--- config.mk ---
export PLATFORM = sky130hd
export DESIGN_NAME = serial_subtractor
export DESIGN_NICKNAME = d
export VERILOG_FILES = /design/src/rtl/serial_subtractor.sv
export SDC_FILE = /design/constraint.sdc
export NUM_CORES = 1
export LEC_CHECK = 0
export BUFFER_PORTS_ARGS = -buffer_cell sky130_fd_sc_hd__buf_2
export CORE_MARGIN = 3
export CORE_UTILIZATION = 50
export CTS_BUF_LIST = sky130_fd_sc_hd__clkbuf_2
export CTS_CLUSTER_SIZE = 14
export DETAILED_ROUTE_END_ITERATION = 6
export PLACE_DENSITY = 0.8
export SLEW_MARGIN = 40
export SYNTH_ARGS = -nofsm -noshare
export SYNTH_HDL_FRONTEND = slang
export SYNTH_SLANG_ARGS = --single-unit
--- constraint.sdc ---
create_clock -name clk -period 2.05 [get_ports clk]
set_clock_uncertainty 0.15 [all_clocks]
set_input_delay 0.1025 -clock clk [delete_from_list [all_inputs] [get_ports clk]]
set_output_delay 0.1025 -clock clk [all_outputs]
set_load 0.05 [all_outputs]
--- src/rtl/serial_subtractor.sv ---
// ---------------------------------------------------------------------------
// serial_subtractor
//
// Digit-serial subtractor: diff = (a - b - bin) mod 2^WIDTH, computed DIGIT
// bits per clock over NDIG = WIDTH/DIGIT cycles. A single subtract-with-borrow
// cell is reused each cycle. The borrow between digits lives in a register.
//
// Parameters
//   WIDTH  operand/result width
//   DIGIT  bits processed per CALC cycle; must divide WIDTH
//
// Ports
//   clk, rst_n            clock (rising edge), async active-low reset
//   in_valid / in_ready   operand handshake (in_ready only in IDLE)
//   a, b, bin             minuend, subtrahend, borrow-in
//   out_valid / out_ready result handshake (out_valid only in DONE)
//   diff                  (a - b - bin) mod 2^WIDTH
//   borrow                unsigned borrow-out (a < b + bin)
//   ovf                   two's-complement overflow of a - b - bin
//   zero                  diff == 0
// ---------------------------------------------------------------------------
module serial_subtractor #(
  parameter int WIDTH = 16,
  parameter int DIGIT = 4
) (
  input  logic             clk,
  input  logic             rst_n,
  input  logic             in_valid,
  output logic             in_ready,
  input  logic [WIDTH-1:0] a,
  input  logic [WIDTH-1:0] b,
  input  logic             bin,
  output logic             out_valid,
  input  logic             out_ready,
  output logic [WIDTH-1:0] diff,
  output logic             borrow,
  output logic             ovf,
  output logic             zero
);

  localparam int NDIG = WIDTH / DIGIT;
  localparam int CW   = (NDIG > 1) ? $clog2(NDIG) : 1;

  typedef enum logic [1:0] {IDLE, CALC, DONE} state_t;

  state_t           state, state_nxt;
  logic [WIDTH-1:0] a_sh, b_sh, diff_sh, diff_nxt;
  logic             brw;
  logic             a_msb, b_msb;
  logic [CW-1:0]    cnt;
  logic [DIGIT:0]   dig;
  logic             last;

  // One DIGIT-wide subtract-with-borrow; the extra top bit is the borrow-out.
  always_comb begin
    // NOTE: every combinational output gets a default first so no path
    // through the block leaves it unassigned (which would infer a latch).
    dig      = '0;
    diff_nxt = '0;
    dig      = {1'b0, a_sh[DIGIT-1:0]} - {1'b0, b_sh[DIGIT-1:0]}
             - {{DIGIT{1'b0}}, brw};
    // New digit enters from the MSB side; after NDIG digits the first digit
    // has migrated down to bit 0.
    diff_nxt = diff_sh >> DIGIT;
    diff_nxt[WIDTH-1 -: DIGIT] = dig[DIGIT-1:0];
  end

  assign last = (cnt == CW'(NDIG - 1));

  always_comb begin
    state_nxt = state;
    unique case (state)
      IDLE:    if (in_valid)  state_nxt = CALC;
      CALC:    if (last)      state_nxt = DONE;
      DONE:    if (out_ready) state_nxt = IDLE;
      default:                state_nxt = IDLE;
    endcase
  end

  always_ff @(posedge clk or negedge rst_n) begin
    // NOTE: sequential state is updated with non-blocking assignments so all
    // registers sample their inputs from the same pre-edge values.
    if (!rst_n) state <= IDLE;
    else        state <= state_nxt;
  end

  // Handshake flags decode straight from the state register, so they carry no
  // combinational path from any input.
  assign in_ready  = (state == IDLE);
  assign out_valid = (state == DONE);

  always_ff @(posedge clk or negedge rst_n) begin
    // NOTE: the datapath is a handful of flops, not a memory array, so it is
    // cleared on reset along with the state; the result outputs must read 0.
    if (!rst_n) begin
      a_sh    <= '0;
      b_sh    <= '0;
      diff_sh <= '0;
      brw     <= 1'b0;
      a_msb   <= 1'b0;
      b_msb   <= 1'b0;
      cnt     <= '0;
      diff    <= '0;
      borrow  <= 1'b0;
      ovf     <= 1'b0;
      zero    <= 1'b0;
    end else begin
      unique case (state)
        IDLE: begin
          if (in_valid) begin
            a_sh  <= a;
            b_sh  <= b;
            brw   <= bin;
            a_msb <= a[WIDTH-1];
            b_msb <= b[WIDTH-1];
            cnt   <= '0;
          end
        end
        CALC: begin
          a_sh    <= a_sh >> DIGIT;
          b_sh    <= b_sh >> DIGIT;
          diff_sh <= diff_nxt;
          brw     <= dig[DIGIT];
          cnt     <= cnt + 1'b1;
          if (last) begin
            diff   <= diff_nxt;
            borrow <= dig[DIGIT];
            // Overflow only possible when operand signs differ; it occurred
            // if the result sign disagrees with the minuend's sign.
            ovf    <= (a_msb ^ b_msb) & (diff_nxt[WIDTH-1] ^ a_msb);
            zero   <= (diff_nxt == '0);
          end
        end
        default: ;
      endcase
    end
  end

endmodule

; ---- Yosys cells after proc, flatten, opt, wreduce, memory -nomap -nowiden
; Cells that the tools add are included.
[word_totals]
reg_bits = 74
inputBits = 37
[op_classes]
n_bitwise = 3
reduce_logical = 7
n_eq_ne = 6
mux = 12
add_sub_neg = 3
[ops]
columns = cell, n
row1 = one-hot mux 16 bit (2 select lines), 2
row2 = two-way mux 16 bit, 2
row3 = zero test 16 bit, 1
row4 = two-way mux 2 bit, 4
row5 = one-hot mux 2 bit (3 select lines), 1
row6 = AND reduction 2 bit, 3
row7 = subtractor 4 x 4 -> 5 bit, 1
row8 = subtractor 5 x 1 -> 5 bit, 1
row9 = "== test 2 bit, second input constant", 2
row10 = "!= test 2 bit, second input constant", 2
row11 = one-hot mux 2 bit (2 select lines), 1
row12 = AND reduction 3 bit, 1
row13 = "adder 2 x 1 -> 2 bit, second input constant", 1
row14 = "== test 2 x 1 -> 1 bit, second input constant", 1
row15 = zero test 2 bit, 1
row16 = "!= test 2 x 1 -> 1 bit, second input constant", 1
row17 = one-hot mux 1 bit (2 select lines), 1
row18 = nonzero test 2 bit, 1
row19 = XOR 1 bit, 2
row20 = bitwise AND 1 bit, 1
row21 = two-way mux 1 bit, 1

; ---- Longest topological paths before layout
[logic_depth]
ltp_word = 4
ltp_mapped = 8
mapped_depth_nobuf = 8

; ---- Least setup slack after synthesis
; OpenSTA, ideal clock, no wires.
[synth_timing]
path_type = register to register
from = register a_sh[0]
to = register zero
setup_time_ns = 0.121
path_slack_ns = -0.010
arrival_ns = 1.789
required_ns = 1.779
path_buffers = 0
stages_incl_launch_ff = 7
cell_sequence = dfrtp_1 fa_1 ha_1 nand2_1 and4_1 or2_2 a22o_1
[synth_between]
elab_chain_len = 3
[synth_lines]
columns = item, line_no
row1 = from (decl), 47  ; logic [WIDTH-1:0] a_sh, b_sh, diff_sh, diff_nxt;
row2 = from (signal assigned), 120  ; a_sh <= a_sh >> DIGIT;
row3 = subtractor 4 x 4 -> 5 bit, 60  ; dig = {1'b0, a_sh[DIGIT-1:0]} - {1'b0, b_sh[DIGIT-1:0]}
row4 = subtractor 5 x 1 -> 5 bit, 61  ; - {{DIGIT{1'b0}}, brw};
row5 = zero test 16 bit, 131  ; zero <= (diff_nxt == '0);
row6 = to (signal assigned), 131
row7 = to (decl), 38  ; output logic zero
; No other way between the ends.
; A chain may end at the register's enable or synchronous reset.

; ---- Worst setup path in the final report
[layout_timing]
from = register b_sh[0]
to = register zero
[layout_between]
elab_chain_len = 3
[layout_lines]
columns = item, line_no
row1 = from (decl), 47
row2 = from (signal assigned), 121  ; b_sh <= b_sh >> DIGIT;
row3 = subtractor 4 x 4 -> 5 bit, 60
row4 = subtractor 5 x 1 -> 5 bit, 61
row5 = zero test 16 bit, 131
; No other way between the ends.

==> run summary <==
Setup path
* worst setup path category: flop to flop
* data arrival at the endpoint of the critical path: 2360 ps
* path depth of the worst reg2reg path: 8
* data required time of the worst path: 2320 ps
* Worst R2R Start: b_sh[0]
* RR Endpoint: zero
* highest net fanout along the worst path: 3
* R2R Setup Slk: -40 ps
* Worst Setup Start Kind: flop
* crit path capture type: flop

Floorplan
* height of the die: 84.5 um
* Die ar.: 0.00714 sq mm
* Initial Utilization: 0.537
* Die W: 84.5 um
* total core area: 0.00574 sq mm
* row count: 27
* # IOs: 58

Clock tree
* Max Root-Sink Buffers: 2
* library cell used as clock root buffer: sky130_fd_sc_hd__clkbuf_2
* number of buffers added by the clock tree synthesis step: 9
* number of post-CTS setup repair buffers: 0
* H-Tree Level Count: 3
* clock transition at the registers of the reported paths: 190 ps
* # clock sinks: 70
* clock tree from TritonCTS: yes
* clk_lat worst skew: 460 ps

Placement
* total half-perimeter wirelength after legalization and detailed placement: 4.29 mm
* placer's final routability congestion estimate: 0.831
* placed cell areas: 0.00349 sq mm
* cell total after placement: 415
* number of I/O port buffers: 57

Final layout
* diodes inserted: 0
* post-layout util: 0.693
* proportion of layout cells with a drive suffix above 1: 0.266
* final net count: 434
* summed area of non-filler cells in the final layout: 0.00398 sq mm
* final cell count without fillers: 467
* Area growth syn-to-layout: 29.0%

Drt
* Initial DRC Count: 115
* final routed DRC violation total: 0
* Wirelength per Cell: 14.5 um
* Post-Route WL: 6.79 mm
* routed via count: 2475
* Vias/cell: 5.30
* number of search-and-repair iterations in the first detailed-routing pass: 4
* ANT nets after route: 0

Timing
* number of endpoints with negative hold slack in the final report: 0
* Slew HR: 0.750
* Peak Freq: 478 MHz
* count of pins over their slew limit: 0
* final setup fails: 1
* PnR worst setup slack: -40.3 ps
* Least-Margin Pin Slew: 376 ps
* ratio of final minimum period to clock period: 1.02
* clock period minus final worst setup slack: 2090 ps
* RSZ-0062 raised after global routing: true

Power and ir drop
* Worst IR Drop VDD: 0.000882 V
* P per Cell Area: 1590 mW/mm^2
* Internal Dissipation: 3.47 mW
* proportion of total power due to net switching: 0.453
* leakage power figure: 1.93 nW
* clock network fraction of design power: 0.120
* net switching power of the design: 2.87 mW
* Seq pwr share: 0.376
* combinational fraction of design power: 0.503

Hold path
* min-delay worst type: input port to flop
* hold path depth: 5
* Endpoint, Worst Hold: b_sh[12]
* launch instance of the worst min-delay path: in_valid

Yosys
* share of the yosys chip area belonging to registers: 0.568
* area leader, netlist: sky130_fd_sc_hd__dfrtp_1
* cell area after technology mapping: 0.00308 sq mm
* count of yosys warnings during synthesis: 0
* distinct cell type count of the synthesized netlist: 34
* dominant cells by area after synthesis: sky130_fd_sc_hd__dfrtp_1 (57%), sky130_fd_sc_hd__nand2_1 (9.3%), sky130_fd_sc_hd__mux2i_1 (6.2%)
* synthesized net count: 339
* synthesized flop and latch total: 70
* share of the synthesized area in the top cell type: 0.568
* synthesized netlist cell count: 295
* synthesized area divided by synthesized cell count: 10.5 sq um

Global route
* number of global-route vias before repair: 2571
* wire length of the first global-routing pass: 11.8 mm
* All-Layer GR Usage: 0.209
* largest net degree at the start of global routing: 71
* most heavily used metal layer in global routing: met2
* met2 layer usage reported by global route: 0.347
* initial antenna violation count: 0
* total overflow reported by the global router: 0
* fraction of met3 tracks used by global routing: 0.0461
* routing usage on met1: 0.260

Job
* max capacitance violation total: 0

Outcome
* run status: complete, but fails checks
* failing checks: negative setup slack

[cell usage after synthesis, drive strengths merged]
cell type and n:
nor4 2, or2 1, mux2 15, nor3b 2, o21bai 1, o211ai 1
nand2b 2, buf 12, a31oi 1, fa 2, or4 1, nand3b 1
nor2b 1, xor2 1, a21oi 7, and4 1, a22o 3, nor4b 1
o21ai 41, nand4b 1, nand2 76, or3b 1, a211oi 1, ha 5
xnor2 1, dfrtp 70, mux2i 19, inv 12, clkbuf 5, nor2 8
[sequential cells by signal (all words and copies together) (netlist names)]
| name | cells |
|---|---|
| a_sh | 16 |
| b_sh | 16 |
| diff | 16 |
| diff_sh | 12 |
| cnt | 2 |
| state | 2 |
| a_msb | 1 |
| b_msb | 1 |
| borrow | 1 |
| brw | 1 |
| ovf | 1 |
| zero | 1 |
[cell usage in the layout (no fill, tap or decap), drive strengths merged, types with 3 or more instances in the layout]
master,synthesis,final
inv,12,12
clkbuf,5,10
nand2,76,76
nor2,8,8
a21oi,7,7
buf,12,65
mux2,15,15
a22o,3,3
ha,5,5
o21ai,41,41
clkinv,0,5
dfrtp,70,70
dlygate4sd3,0,36
mux2i,19,19
[critical path, cell delays in order, from the launching register on]
cell,delay (ps)
sky130_fd_sc_hd__dfrtp_1,410
sky130_fd_sc_hd__inv_2,70
sky130_fd_sc_hd__fa_2,210
sky130_fd_sc_hd__inv_2,40
sky130_fd_sc_hd__fa_1,520
sky130_fd_sc_hd__nor4b_4,210
sky130_fd_sc_hd__nand4b_1,110
sky130_fd_sc_hd__nor4_1,180
sky130_fd_sc_hd__a22o_1,160
[power by group through the flow]
| stage | clock network, mW | logic [mW] | registers, mW |
|---|---|---|---|
| 3_3_place_gp | 0 | 2.98 | 2.37 |
| 2_1_floorplan | 0 | 1.81 | 2.86 |
| 6_report | 0.762 | 3.19 | 2.39 |
| 5_1_grt | 0.850 | 3.55 | 2.47 |
| 4_1_cts | 0.784 | 3.17 | 2.38 |
| 3_5_place_dp | 0 | 3.07 | 2.40 |
[layout make-up]
cell class / instances / area, sq um
inverter: 12 / 45.0
fill: 427 / 1770
clock buffer: 10 / 50.0
sequential: 70 / 1750
multi-input combinational: 196 / 1230
tap: 72 / 90.1
timing repair buffer: 101 / 743
clock inverter: 6 / 62.6
[how the worst max path moves through the flow]
stage,startpoint,end,cells past startpoint
floorplan,a_sh[0],zero,6
finish,b_sh[0],zero,8
global placement,b_sh[0],zero,8
CTS,b_sh[0],zero,8
global route,b_sh[0],zero,8
detailed placement,b_sh[0],zero,8
[cell families after synthesis]
logic type | after synthesis | share of synthesized area
compound gates | 55 | 0.0958
xor+xnor | 2 | 0.00568
fa+ha+maj | 7 | 0.0333
buf+inv | 29 | 0.0422
flops | 70 | 0.568
mux | 34 | 0.116
simple gates | 98 | 0.138
[layer usage]
layer | wire (um) | up-vias
met2 | 3450 | 82
met4 | 210 | 0
met1 | 2800 | 1185
met5 | 0 | -
li1 | - | 1189
met3 | 332 | 19
[metrics by stage]
| stage | hold WS, ps | power, mW | setup WS [ps] | TNS, ps |
|---|---|---|---|---|
| 2_1_floorplan | -343 | 4.66 | 38.8 | 0 |
| 3_3_place_gp | 2.63 | 5.35 | -12.4 | -12.4 |
| 3_5_place_dp | 3.15 | 5.48 | -91.4 | -115 |
| 4_1_cts | 37.4 | 6.33 | -26.1 | -26.1 |
| 5_1_grt | 72.6 | 6.87 | -140 | -171 |
| 6_report | 98.0 | 6.34 | -40.3 | -40.3 |
[repair_timing]
action                     in CTS  in global routing
hold buffers                   36                  0
pin swaps                       1                  0
hold endpoints to repair      106                  0
resized for setup               5                  3
setup endpoints to repair       2                  4
gates cloned                    0                  0
Note: power is estimated with default switching activity, not from simulation.
